==> config.mk <==
export PLATFORM = sky130hd
export DESIGN_NAME = pe_accum
export DESIGN_NICKNAME = d
export VERILOG_FILES = /design/src/rtl/bitblade_pkg.sv /design/src/rtl/pe_sat_add.sv /design/src/rtl/pe_accum.sv
export SDC_FILE = /design/constraint.sdc
export NUM_CORES = 1
export LEC_CHECK = 0
export CAP_MARGIN = 25
export CORE_ASPECT_RATIO = 2
export CORE_UTILIZATION = 35
export CTS_CLUSTER_DIAMETER = 40
export DETAILED_ROUTE_END_ITERATION = 10
export DONT_BUFFER_PORTS = 1
export GPL_TIMING_DRIVEN = 1
export PLACE_DENSITY = 0.5
export SYNTH_ARGS = -nofsm -noshare
export SYNTH_HDL_FRONTEND = slang
export SYNTH_HIERARCHICAL = 1
export SYNTH_SLANG_ARGS = --single-unit
==> constraint.sdc <==
create_clock -name clk -period 9 [get_ports clk]
set_input_delay 2.7 -clock clk [delete_from_list [all_inputs] [get_ports clk]]
set_output_delay 2.7 -clock clk [all_outputs]
set_load 0.02 [all_outputs]
==> src/rtl/bitblade_pkg.sv <==
// Shared defaults and FSM state encoding for the PE accumulate stage.
package bitblade_pkg;
    localparam int IN_W_DEF  = 20;
    localparam int ACC_W_DEF = 24;
    localparam int CNT_W_DEF = 6;

    typedef enum logic [1:0] {
        IDLE = 2'd0,
        ACC  = 2'd1,
        HOLD = 2'd2
    } state_t;
endpackage

==> src/rtl/pe_sat_add.sv <==
// Sign-extend a partial sum and add it to the accumulator; clamps on signed
// overflow when PE_ACCUM_SAT_EN is defined, otherwise wraps and flags nothing.
module pe_sat_add #(
    parameter int IN_W  = 20,
    parameter int ACC_W = 24
) (
    input  logic [ACC_W-1:0] acc,
    input  logic [IN_W-1:0]  addend,
    input  logic             first,
    output logic [ACC_W-1:0] sum,
    output logic             ovf
);
    logic [ACC_W-1:0] base, ext, raw;

    // first beat of a group starts from zero rather than the stale accumulator
    assign base = first ? '0 : acc;
    assign ext  = ACC_W'($signed(addend));
    assign raw  = base + ext;

`ifdef PE_ACCUM_SAT_EN
    logic wrap_ovf;
    assign wrap_ovf = (base[ACC_W-1] == ext[ACC_W-1]) && (raw[ACC_W-1] != base[ACC_W-1]);
    assign ovf      = wrap_ovf;
    assign sum      = !wrap_ovf      ? raw :
                      base[ACC_W-1] ? {1'b1, {(ACC_W-1){1'b0}}} :
                                      {1'b0, {(ACC_W-1){1'b1}}};
`else
    assign ovf = 1'b0;
    assign sum = raw;
`endif
endmodule

==> src/rtl/pe_accum.sv <==
// Group accumulator: sums signed beats until in_last, then holds the result
// until taken. Optional clamping via PE_ACCUM_SAT_EN.
module pe_accum
    import bitblade_pkg::*;
#(
    parameter int IN_W  = IN_W_DEF,
    parameter int ACC_W = ACC_W_DEF,
    parameter int CNT_W = CNT_W_DEF
) (
    input  logic             clk,
    input  logic             reset,
    input  logic             in_valid,
    output logic             in_ready,
    input  logic [IN_W-1:0]  in_data,
    input  logic             in_last,
    output logic             out_valid,
    input  logic             out_ready,
    output logic [ACC_W-1:0] out_data,
    output logic [CNT_W-1:0] out_beats,
    output logic             out_ovf
);
    state_t           state, state_nxt;
    logic [ACC_W-1:0] acc, sum;
    logic [CNT_W-1:0] beats;
    logic             ovf, add_ovf, accept, first;

    assign in_ready  = (state != HOLD);
    assign out_valid = (state == HOLD);
    assign accept    = in_valid && in_ready;
    assign first     = (state == IDLE);
    assign out_data  = acc;
    assign out_beats = beats;
    assign out_ovf   = ovf;

    pe_sat_add #(.IN_W(IN_W), .ACC_W(ACC_W)) u_add (
        .acc    (acc),
        .addend (in_data),
        .first  (first),
        .sum    (sum),
        .ovf    (add_ovf)
    );

    always_comb begin
        state_nxt = state;
        case (state)
            IDLE, ACC: if (accept) state_nxt = in_last ? HOLD : ACC;
            HOLD:      if (out_ready) state_nxt = IDLE;
            default:   state_nxt = IDLE;
        endcase
    end

    always_ff @(posedge clk or negedge reset) begin
        if (!reset) begin
            state <= IDLE;
            acc   <= '0;
            beats <= '0;
            ovf   <= 1'b0;
        end else begin
            state <= state_nxt;
            if (accept) begin
                acc <= sum;
                // counter sticks at all-ones instead of wrapping
                if (first)      beats <= CNT_W'(1);
                else if (~&beats) beats <= beats + CNT_W'(1);
                ovf <= first ? add_ovf : (ovf | add_ovf);
            end
        end
    end
endmodule

==> impl_results.md <==
- GRT overflow: 0
- First-pass GRT wire length: 12.0 mm
- Layout cells sized above 1: 0.155
- TNS Setup: 0 ns
- Multi-input gate area: 0.00194 mm2
- Final Net Count: 346
- Clock sinks: 33
- Clk buf depth: 2
- CP max FO: 5
- Worst path max stage delay: 0.42 ns
- Rows: 46
- Crit path required time: 9.17 ns
- HP Start: state[1]$_DFFE_PN0P_
- Register area: 826 um2
- Num ports: 58
- Die Ht: 131 um
- CTS Root Cell: clkbuf_16
- Post-detail-place hpwl: 5.61 mm
- Via count: 2,260
- Hold EP: state[0]$_DFFE_PN0P_
- Minimum clock period: 4.72 ns
- Worst hold stages: 1
- Leak Pwr: 1.38 nW
- RSZ-0062 raised after global routing: false
- Max cap viols: 0
- Syn Inst Count: 305
- Worst-path clk slew: 0.06 ns
- Startpoint Class: input pin
- Worst Setup Path Type: in -> reg
- Final setup fails: 0
- DIE WIDTH: 66.6 um
- Total power: 1.11 mW
- Register-to-Register Path Depth: 11
- Fin. Hold Viols: 0
- EDFF count, synth: 0
- Ys async rst share: 1.00
- Core Area: 0.00800 mm2
- Synth top area share: 0.283
- VDD IR max: 0.000160 V
- Critical Path Start: in_data[0]
- Layout area overhead: 6.18%
- Final antenna-violating net count: 0
- Maximum number of pins on one net before global-route repair: 34
- Tot GR Track Use: 0.186
- Antenna violations before repair: 0
- Placed cells: 385
- Worst reg2reg path endpoint: out_data[17]$_DFFE_PN0P_
- Synth warn: 6
- Cts hold-fix bufs: 0
- Most common library cells after synthesis: dfrtp_1, nor2b_1, a21oi_1, ha_1, mux2_4
- Outcome: finished clean
- Worst EP arrival: 4.89 ns
- Max Slew Vio Count: 0
- Min-Delay Path Class: reg -> reg
- Placed instance area: 0.00292 mm2
- DR iter-0 viols: 99
- Post-synthesis register bit count: 33
- Post-CTS setup buffer count: 0
- TritonCTS clock tree: built
- Max Clock Skew: 0.00507 ns
- Post-route cell area: 0.00310 mm2
- Routability Congestion: 0.844
- Pwr dens: 359 mW/mm2
- DRC viols: 0
- Post-Synthesis Cell Area: 0.00292 mm2
- Initial Utilization: 0.365
- Top_reg_cell synth: dfrtp_1
- FF-to-FF Start: state[0]$_DFFE_PN0P_
- H-tree depth: 2
- Worst slew margin: 0.512
- Area contributors post-synth: dfrtp_1, mux2_4, ha_1
- Min Hold Slack: 0.609 ns
- IO Port Bufs: 0
- Skew-Pair Late Insertion Delay: 0.29 ns
- Critical-path cell list: ha_1 > fa_1 > a21o_1 > a21boi_0 > o21bai_1 > a21oi_1 > o211ai_1 > xor2_1 > mux2_4
- CP max stage cell: fa_1
- CP Capture Type: flop
- Final WL: 7.44 mm
- Num CTS Buffers: 5
- Post-CTS sizing: 0
- Register area share after synthesis: 0.283
- Final worst path period share: 0.524
- # fillers: 788
- Top-count cell post-synth: dfrtp_1
- Die ar.: 0.00872 mm2
- R2R setup slack: 5.36 ns
- Router iterations before antenna repair: 4
- Syn avg cell area: 9.56 um2
- Synth cell types: 60
- Vias per inst: 5.75
- Cell taking the most area after synthesis: dfrtp_1
- WL/cell: 18.9 um
- Fmax: 0.212 GHz
- Synthesized Nets: 355
- Vias in the first global route: 2,420
- Worst slew pin tran: 0.731 ns
- Ant diodes: 0
- Non-filler instance count after layout: 393
cell usage in the layout, fill, tap and decap left out, types with 3 or more instances in the layout:
cell	instances
ha_1	24
nor3_1	5
and3_1	4
clkbuf_16	5
nand4_1	7
nand3_1	7
nand2b_1	3
dfrtp_1	33
nor2_1	13
inv_1	8
a21o_1	10
a31oi_1	3
mux2_4	24
a21oi_1	24
xor2_1	9
o21ai_0	10
xnor2_1	10
nor2b_1	26
a211oi_1	5
nand2_1	19
worst max-delay path by stage:
stage / end / slack, ns / depth (start not counted)
3_3_place_gp: out_data[18]$_DFFE_PN0P_ / 4.03 / 9
5_1_grt: out_data[18]$_DFFE_PN0P_ / 4.15 / 9
4_1_cts: out_data[18]$_DFFE_PN0P_ / 4.29 / 9
2_1_floorplan: out_data[18]$_DFFE_PN0P_ / 4.24 / 9
3_5_place_dp: out_data[18]$_DFFE_PN0P_ / 3.99 / 9
6_report: out_data[18]$_DFFE_PN0P_ / 4.28 / 9
cell type report:
cell class              instances  area share
clock buffers                   6      0.0448
repair buffers                  1     0.00242
well taps                      96      0.0388
inverters                       8     0.00970
clock inverters                 2      0.0121
flip-flops and latches         33       0.267
multi-input cells             247       0.625
cell families after synthesis:
| family | share of synthesized area |
|---|---|
| AO/OA/AOI/OAI | 0.192 |
| XOR/XNOR | 0.0571 |
| adder cells (fa/ha/maj) | 0.110 |
| buffers and inverters | 0.0536 |
| flip-flops | 0.283 |
| multiplexers | 0.124 |
| other | 0.00129 |
| AND/OR/NAND/NOR | 0.179 |
state kept, by name, summed over array words and instances (netlist names):
name,cells
out_data,24
state,2
out_ovf,1
out_beats,6
stage by stage:
stage                util  setup WS (ns)
floorplan               -           4.24
detailed placement  0.365           3.99
CTS                 0.387           4.29
global route        0.387           4.15
finish              0.387           4.28
global placement    0.365           4.03
per-layer routing:
metal,GRT usage,part of all wire,up-vias
li1,-,-,1096
met1,0.174,0.37,1099
met2,0.367,0.57,52
met3,0.0372,0.037,13
met4,0.0864,0.027,0
met5,0,0,-
critical path: cells and delay by family:
kind / cells / cell delay, ns
AOI/OAI and AO/OA: 5 / 1.12
xor gates and xnor gates: 1 / 0.16
adders and majority gates: 2 / 0.64
muxes: 1 / 0.26
power breakdown:
group / total [mW] / switching (mW) / internal, mW
Sequential: 0.363 / 0.149 / 0.214
Clock: 0.208 / 0.0696 / 0.138
Combinational: 0.540 / 0.261 / 0.278
No activity file was read; power rests on OpenSTA's default activity.
